<file path="config.mk">
export PLATFORM = sky130hd
export DESIGN_NAME = dot_product_engine_flat
export DESIGN_NICKNAME = d
export VERILOG_FILES = /design/src/rtl/dot_product_engine_if.sv /design/src/rtl/dot_product_engine.sv /design/src/flat_wrapper.sv
export SDC_FILE = /design/constraint.sdc
export NUM_CORES = 1
export LEC_CHECK = 0
export BUFFER_PORTS_ARGS = -buffer_cell sky130_fd_sc_hd__buf_2
export CAP_MARGIN = 20
export CELL_PAD_IN_SITES_DETAIL_PLACEMENT = 1
export CELL_PAD_IN_SITES_GLOBAL_PLACEMENT = 1
export CORE_AREA = 2 2 130 132
export DETAILED_ROUTE_END_ITERATION = 10
export DIE_AREA = 0 0 132 134
export PLACE_DENSITY_LB_ADDON = 0.1
export SLEW_MARGIN = 20
export SYNTH_ARGS = -nofsm -noshare
export SYNTH_HDL_FRONTEND = slang
export SYNTH_SLANG_ARGS = --single-unit
</file>
<file path="constraint.sdc">
create_clock -name clk -period 5.51 [get_ports clk]
set_input_delay 1.102 -clock clk [delete_from_list [all_inputs] [get_ports clk]]
set_output_delay 1.102 -clock clk [all_outputs]
set_load 0.005 [all_outputs]
</file>
<file path="src/rtl/dot_product_engine_if.sv">
// Write/read/status bundle for dot_product_engine.
// master = register write path and display logic, slave = the engine.
interface dot_product_engine_if #(
  parameter int unsigned W    = 8,
  parameter int unsigned N    = 4,
  parameter int unsigned ACCW = 16
);
  localparam int unsigned IW = ($clog2(N) > 0) ? $clog2(N) : 1;

  logic          wr_en;
  logic          wr_vec;
  logic [IW-1:0] wr_idx;
  logic [W-1:0]  wr_data;
  logic          clr_vec;
  logic          start;
  logic          rd_vec;
  logic [IW-1:0] rd_idx;
  logic [W-1:0]  rd_data;
  logic          all_written;
  logic          busy;
  logic          done;
  logic [ACCW-1:0] result;
  logic          oflo;

  modport master (
    output wr_en, wr_vec, wr_idx, wr_data, clr_vec, start, rd_vec, rd_idx,
    input  rd_data, all_written, busy, done, result, oflo
  );

  modport slave (
    input  wr_en, wr_vec, wr_idx, wr_data, clr_vec, start, rd_vec, rd_idx,
    output rd_data, all_written, busy, done, result, oflo
  );
endinterface

</file>
<file path="src/rtl/dot_product_engine.sv">
// Serial dot-product engine: two N x W-bit vectors, one MAC per cycle into an
// ACCW-bit accumulator with optional saturation; result/oflo held until next run.
module dot_product_engine #(
  parameter int unsigned W      = 8,
  parameter int unsigned N      = 4,
  parameter int unsigned ACCW   = 16,
  parameter bit          SIGNED = 1'b0,
  parameter bit          SAT    = 1'b0,
  parameter bit          AUTO   = 1'b1
) (
  input logic                 clk,
  input logic                 rst,
  dot_product_engine_if.slave bus
);
  localparam int unsigned IW = ($clog2(N) > 0) ? $clog2(N) : 1;

  typedef enum logic [1:0] {S_IDLE, S_CLEAR, S_RUN, S_DONE} state_e;
  state_e state_q, state_d;

  logic [W-1:0]    a_q [N];
  logic [W-1:0]    a_d [N];
  logic [W-1:0]    b_q [N];
  logic [W-1:0]    b_d [N];
  logic [N-1:0]    wa_q, wa_d, wb_q, wb_d;
  logic            dirty_q, dirty_d;
  logic [IW-1:0]   idx_q, idx_d;
  logic [ACCW-1:0] acc_q, acc_d;
  logic            ovf_q, ovf_d;
  logic [ACCW-1:0] result_q, result_d;
  logic            oflo_q, oflo_d;

  logic            all_written;
  logic            trigger;
  logic            last_term;

  logic [W-1:0]           op_a, op_b;
  logic [2*W-1:0]         prod_u;
  logic signed [2*W-1:0]  prod_s;
  logic [ACCW-1:0]        term;
  logic [ACCW:0]          sum_w;
  logic [ACCW-1:0]        sum;
  logic [ACCW-1:0]        sat_val;
  logic                   ovf_term;
  logic [ACCW-1:0]        mac;

  assign all_written = (&wa_q) & (&wb_q);
  assign trigger     = all_written && ((AUTO && dirty_q) || bus.start);
  assign last_term   = (idx_q == IW'(N - 1));

  // Vector storage; clear has priority over a same-cycle write.
  always_comb begin
    a_d     = a_q;
    b_d     = b_q;
    wa_d    = wa_q;
    wb_d    = wb_q;
    dirty_d = dirty_q;
    if (state_q == S_CLEAR) dirty_d = 1'b0;
    if (bus.clr_vec) begin
      a_d     = '{default: '0};
      b_d     = '{default: '0};
      wa_d    = '0;
      wb_d    = '0;
      dirty_d = 1'b0;
    end else if (bus.wr_en) begin
      if (bus.wr_vec) begin
        b_d[bus.wr_idx]  = bus.wr_data;
        wb_d[bus.wr_idx] = 1'b1;
      end else begin
        a_d[bus.wr_idx]  = bus.wr_data;
        wa_d[bus.wr_idx] = 1'b1;
      end
      dirty_d = 1'b1;
    end
  end

  // One multiply-accumulate term, reading the arrays live at idx_q.
  always_comb begin
    op_a   = a_q[idx_q];
    op_b   = b_q[idx_q];
    prod_u = {{W{1'b0}}, op_a} * {{W{1'b0}}, op_b};
    prod_s = $signed({{W{op_a[W-1]}}, op_a}) * $signed({{W{op_b[W-1]}}, op_b});
    term   = SIGNED ? ACCW'(prod_s) : ACCW'(prod_u);
    sum_w  = {1'b0, acc_q} + {1'b0, term};
    sum    = sum_w[ACCW-1:0];
    if (SIGNED) begin
      ovf_term = (acc_q[ACCW-1] == term[ACCW-1]) && (sum[ACCW-1] != acc_q[ACCW-1]);
      sat_val  = {acc_q[ACCW-1], {(ACCW-1){~acc_q[ACCW-1]}}};
    end else begin
      ovf_term = sum_w[ACCW];
      sat_val  = '1;
    end
    mac = (SAT && ovf_term) ? sat_val : sum;
  end

  always_comb begin
    state_d = state_q;
    case (state_q)
      S_IDLE:  if (trigger) state_d = S_CLEAR;
      S_CLEAR: state_d = S_RUN;
      S_RUN:   if (last_term) state_d = S_DONE;
      S_DONE:  state_d = S_IDLE;
      default: state_d = S_IDLE;
    endcase
    if (bus.clr_vec) state_d = S_IDLE;
  end

  always_comb begin
    acc_d    = acc_q;
    ovf_d    = ovf_q;
    idx_d    = idx_q;
    result_d = result_q;
    oflo_d   = oflo_q;
    case (state_q)
      S_CLEAR: begin
        acc_d = '0;
        ovf_d = 1'b0;
        idx_d = '0;
      end
      S_RUN: begin
        acc_d = mac;
        ovf_d = ovf_q | ovf_term;
        idx_d = idx_q + 1'b1;
        if (last_term && !bus.clr_vec) begin
          result_d = mac;
          oflo_d   = ovf_q | ovf_term;
        end
      end
      default: ;
    endcase
  end

  always_comb begin
    bus.busy        = (state_q == S_CLEAR) || (state_q == S_RUN);
    bus.done        = (state_q == S_DONE);
    bus.all_written = all_written;
    bus.result      = result_q;
    bus.oflo        = oflo_q;
    bus.rd_data     = bus.rd_vec ? b_q[bus.rd_idx] : a_q[bus.rd_idx];
  end

  always_ff @(posedge clk or posedge rst) begin
    if (rst) begin
      state_q  <= S_IDLE;
      a_q      <= '{default: '0};
      b_q      <= '{default: '0};
      wa_q     <= '0;
      wb_q     <= '0;
      dirty_q  <= 1'b0;
      idx_q    <= '0;
      acc_q    <= '0;
      ovf_q    <= 1'b0;
      result_q <= '0;
      oflo_q   <= 1'b0;
    end else begin
      state_q  <= state_d;
      a_q      <= a_d;
      b_q      <= b_d;
      wa_q     <= wa_d;
      wb_q     <= wb_d;
      dirty_q  <= dirty_d;
      idx_q    <= idx_d;
      acc_q    <= acc_d;
      ovf_q    <= ovf_d;
      result_q <= result_d;
      oflo_q   <= oflo_d;
    end
  end
endmodule

</file>
<file path="src/flat_wrapper.sv">
// flat-port wrapper written by rule: the top's interface ports become plain ports
module dot_product_engine_flat 
#(
  parameter int unsigned W      = 8,
  parameter int unsigned N      = 4,
  parameter int unsigned ACCW   = 16,
  parameter bit          SIGNED = 1'b0,
  parameter bit          SAT    = 1'b0,
  parameter bit          AUTO   = 1'b1
)
  (clk, rst, bus_wr_en, bus_wr_vec, bus_wr_idx, bus_wr_data, bus_clr_vec, bus_start, bus_rd_vec, bus_rd_idx, bus_rd_data, bus_all_written, bus_busy, bus_done, bus_result, bus_oflo);
  dot_product_engine_if #(.W(W), .N(N), .ACCW(ACCW)) bus_i ();
  input logic clk;
  input logic rst;
  input wire logic [$bits(bus_i.wr_en)-1:0] bus_wr_en;
  input wire logic [$bits(bus_i.wr_vec)-1:0] bus_wr_vec;
  input wire logic [$bits(bus_i.wr_idx)-1:0] bus_wr_idx;
  input wire logic [$bits(bus_i.wr_data)-1:0] bus_wr_data;
  input wire logic [$bits(bus_i.clr_vec)-1:0] bus_clr_vec;
  input wire logic [$bits(bus_i.start)-1:0] bus_start;
  input wire logic [$bits(bus_i.rd_vec)-1:0] bus_rd_vec;
  input wire logic [$bits(bus_i.rd_idx)-1:0] bus_rd_idx;
  output wire logic [$bits(bus_i.rd_data)-1:0] bus_rd_data;
  output wire logic [$bits(bus_i.all_written)-1:0] bus_all_written;
  output wire logic [$bits(bus_i.busy)-1:0] bus_busy;
  output wire logic [$bits(bus_i.done)-1:0] bus_done;
  output wire logic [$bits(bus_i.result)-1:0] bus_result;
  output wire logic [$bits(bus_i.oflo)-1:0] bus_oflo;
  assign bus_i.wr_en = bus_wr_en;
  assign bus_i.wr_vec = bus_wr_vec;
  assign bus_i.wr_idx = bus_wr_idx;
  assign bus_i.wr_data = bus_wr_data;
  assign bus_i.clr_vec = bus_clr_vec;
  assign bus_i.start = bus_start;
  assign bus_i.rd_vec = bus_rd_vec;
  assign bus_i.rd_idx = bus_rd_idx;
  assign bus_rd_data = bus_i.rd_data;
  assign bus_all_written = bus_i.all_written;
  assign bus_busy = bus_i.busy;
  assign bus_done = bus_i.done;
  assign bus_result = bus_i.result;
  assign bus_oflo = bus_i.oflo;
  dot_product_engine #(.W(W), .N(N), .ACCW(ACCW), .SIGNED(SIGNED), .SAT(SAT), .AUTO(AUTO)) u_core (.clk(clk), .rst(rst), .bus(bus_i));
endmodule
</file>
==> results.md <==
* Count of buffering cells on the critical path with inverters included at 3
* Top library cells by usage in the layout, fill and taps aside: nand2_1, dfrtp_1, inv_1, a21oi_1, fa_1
* Routability congestion estimate from global placement at slightly below 0.9
* Min Tclk post-route at roughly 5.3 ns
* Synthesized netlist net count at 920
* Wirelength, routed at 22.1 mm
* Series of cell instances along the critical path: buf_12, mux4_2, and2_1, fa_1, fa_1, inv_1, fa_1, fa_1, inv_1, ha_1, a21o_1, a21oi_1, o21ai_2, a31oi_1, xor2_1, o2bb2ai_1
* Post-detail-place hpwl at 16.6 mm
* Core area at 16,300 um2
* Power Density at 221 nW/um2
* Clock tree root buffer cell: clkbuf_16
* Count of endpoints failing hold in the final timing report at 0
* Worst Skew at approximately 0.011 ns
* Worst-case vdd ir drop at approximately 0.00014 V
* Final core utilization at 0.526
* Max-slew violation total from the final report at 0
* Ys Warns at 0
* Largest stage delay on the critical path at roughly 0.65 ns
* Outcome: complete, no violations
* Highest fanout seen on the critical path at 18
* Seq/Total Area, Yosys at 0.356
* EDFF count, synth at 0
* Kind of cell adding the most delay to the critical path: adder cells
* Number of antenna violations at the first check in global routing at 0
* Number of buffers created by CTS at 9
* Remaining global-route overflow at 0
* Highest achievable clock rate at ~0.19 GHz
* Detailed-route via count at 5,899
* Largest net degree at the start of global routing at 78
* Final-layout setup total negative slack at 0 ns
* Max-Slew Margin vs Limit at 0.360
* Routed len/inst at 20.8 um
* Fraction of layout instances using a drive strength above 1 at 0.154
* Req. time, crit path at 5.74 ns
* Global-route wire length before repair at between 30 and 40 mm
* Cell repeated most along the worst path: fa_1
* Number of cells after detailed placement at roughly 1.0k
* Area added between synthesis and finish at 9.68%
* Number of diodes added for antenna fixing at 0
* Die H at 134 um
* CTS tree: built
* Synth area leaders: dfrtp_1, fa_1, mux4_2
* Number of buffers on the longest clock path at 2
* Remaining number of nets flagged by the antenna check after routing at 0
* Number of maximum-capacitance violations at 0
* Count of final setup violators at 0
* Vias in the first global route at 6,599
* Classification of the worst setup path: reg2reg
* Critical-path cell with the highest stage delay: mux4_2
* Effective utilization at floorplan at 0.479
* Critical Path AT at roughly 5.5 ns
* Total leakage power at approximately 0.004 uW
* IO buf count at 46
* Cell type with the highest aggregate area in the netlist: dfrtp_1
* First-pass detailed-route iteration total at 4
* Count of state elements after synthesis at 111
* Final net count at 949
* Residual DRC count at 0
* Source-to-sink clock delay at the later pin of the worst-skew pair at approximately 0.37 ns
* Startpoint type of the worst setup path: flip-flop
* Via density per instance at about 5.5
* Final design instance area without fill at 8570 um2
* Most common library cell in the layout ignoring fill and taps: nand2_1
* Worst reg-to-reg setup slack at 0.24 ns
* Post-place instance area at about 8200 um2
* Placement Rows at 47
* Worst hold path type: reg2reg
* Drt initial violations at 290
* Synth Cell Area at 7810 um2
* CP Capture Type: flip-flop
* Fin cells at roughly 1.1k
* Mean Syn Cell Area at 9.65 um2
* Number of top-level design ports at 47
* Die Outline Area at 17,700 um2
* Fraction of synthesized cell area taken by the top area cell type at 0.356
* Clk slew on worst S/H paths at roughly 0.090 ns
* Maximum level of the CTS H-tree at 3
* Share of synthesized flip-flops with an asynchronous set or reset at 1.00
* Gr usage total at 0.266
* Die Span X at 132 um
* Transition time at the pin with the least slew margin at 0.956 ns
* Post-synth top flop: dfrtp_1
* Sink count of the clock tree at 111
* Cells after Synth at between 800 and 900
* Number of different library cells in the post-synthesis netlist at 45
* Part of the cycle the worst path needs at 0.956
==> synthesized netlist by cell type, types with 3 or more instances <==
cell type	count
nand2_1	177
dfrtp_1	111
inv_1	108
a21oi_1	69
fa_1	51
ha_1	41
nor2_1	35
mux4_2	32
and2_1	28
o21ai_0	24
clkbuf_1	21
mux2_2	12
nand3_1	10
buf_1	7
mux2i_1	7
o2bb2ai_1	7
nor2b_1	6
xor2_1	6
o22ai_1	5
xnor2_1	5
buf_4	4
nand4_1	4
a31oi_1	3
buf_2	3
nand2b_1	3
o31ai_1	3
==> worst min-delay path, cell delays in order (launching register included) <==
cell	delay [ns]
dfrtp_1	0.35
nand2_1	0.04
o21ai_0	0.06
==> cells by family (layout without fill, tap and decap cells) <==
kind of cell | count (synthesis) | in the layout | synth area share
xor+xnor | 11 | 11 | 0.0123
compound gates | 128 | 128 | 0.0961
buf+inv | 144 | 178 | 0.0716
mux | 51 | 51 | 0.119
flops | 111 | 111 | 0.356
simple gates | 272 | 272 | 0.149
fa+ha+maj | 92 | 92 | 0.196
==> timing repair <==
| action | 4_1_cts | 5_1_grt |
|---|---|---|
| hold buffers | 0 | 0 |
| resized for setup | 0 | 7 |
| setup buffers | 0 | 0 |
| endpoints found under the setup margin | 0 | 7 |
==> layer usage <==
metal	GRT usage	vias up	share of wire
li1	-	2698	-
met1	0.322	3042	0.40
met2	0.492	120	0.54
met3	0.0257	39	0.033
met4	0.100	0	0.029
met5	0	-	0
==> metrics by stage <==
stage	hold slack, ns	setup WS (ns)	total power, uW
finish	0.479	0.243	1900
global route	0.513	-0.0334	1970
CTS	0.489	0.0515	1910
detailed placement	0.470	0.0618	1230
global placement	0.459	0.131	1210
floorplan	0.452	0.469	1100
==> final timing paths <==
| kind | startpoint | end | cells past startpoint |
|---|---|---|---|
| min in group asynchronous | rst | u_core.wb_q[0] | 2 |
| worst min-delay path | u_core.bus.result[9] | u_core.bus.result[9] | 2 |
| worst max register to register | u_core.idx_q[0] | u_core.acc_q[12] | 16 |
| max in group asynchronous | rst | u_core.idx_q[1] | 3 |
| worst min register to register | u_core.bus.result[9] | u_core.bus.result[9] | 2 |
| worst max-delay path | u_core.idx_q[0] | u_core.acc_q[12] | 16 |
==> state kept, by name, summed over array words and instances, names as in the netlist <==
register	cells
u_core.a_q	32
u_core.dirty_q	1
u_core.idx_q	2
u_core.bus.result	16
u_core.ovf_q	1
u_core.bus.oflo	1
u_core.b_q	32
u_core.wb_q	4
u_core.acc_q	16
u_core.wa_q	4
u_core.state_q	2
==> power by group <==
part           total [uW]  switching [uW]  internal (uW)
Combinational         349             244            105
Clock                 688             356            333
Sequential            858            21.1            837
Total                1900             621           1270
==> cell type report <==
| class | count | area [um2] |
|---|---|---|
| Clock buffer | 10 | 239 |
| Clock inverter | 6 | 63.8 |
| Fill cell | 1867 | 7720 |
| Inverter | 109 | 412 |
| Multi-Input combinational cell | 554 | 4500 |
| Sequential cell | 111 | 2780 |
| Tap cell | 220 | 275 |
| Timing Repair Buffer | 53 | 295 |
Power figures use the tool's default switching activity.
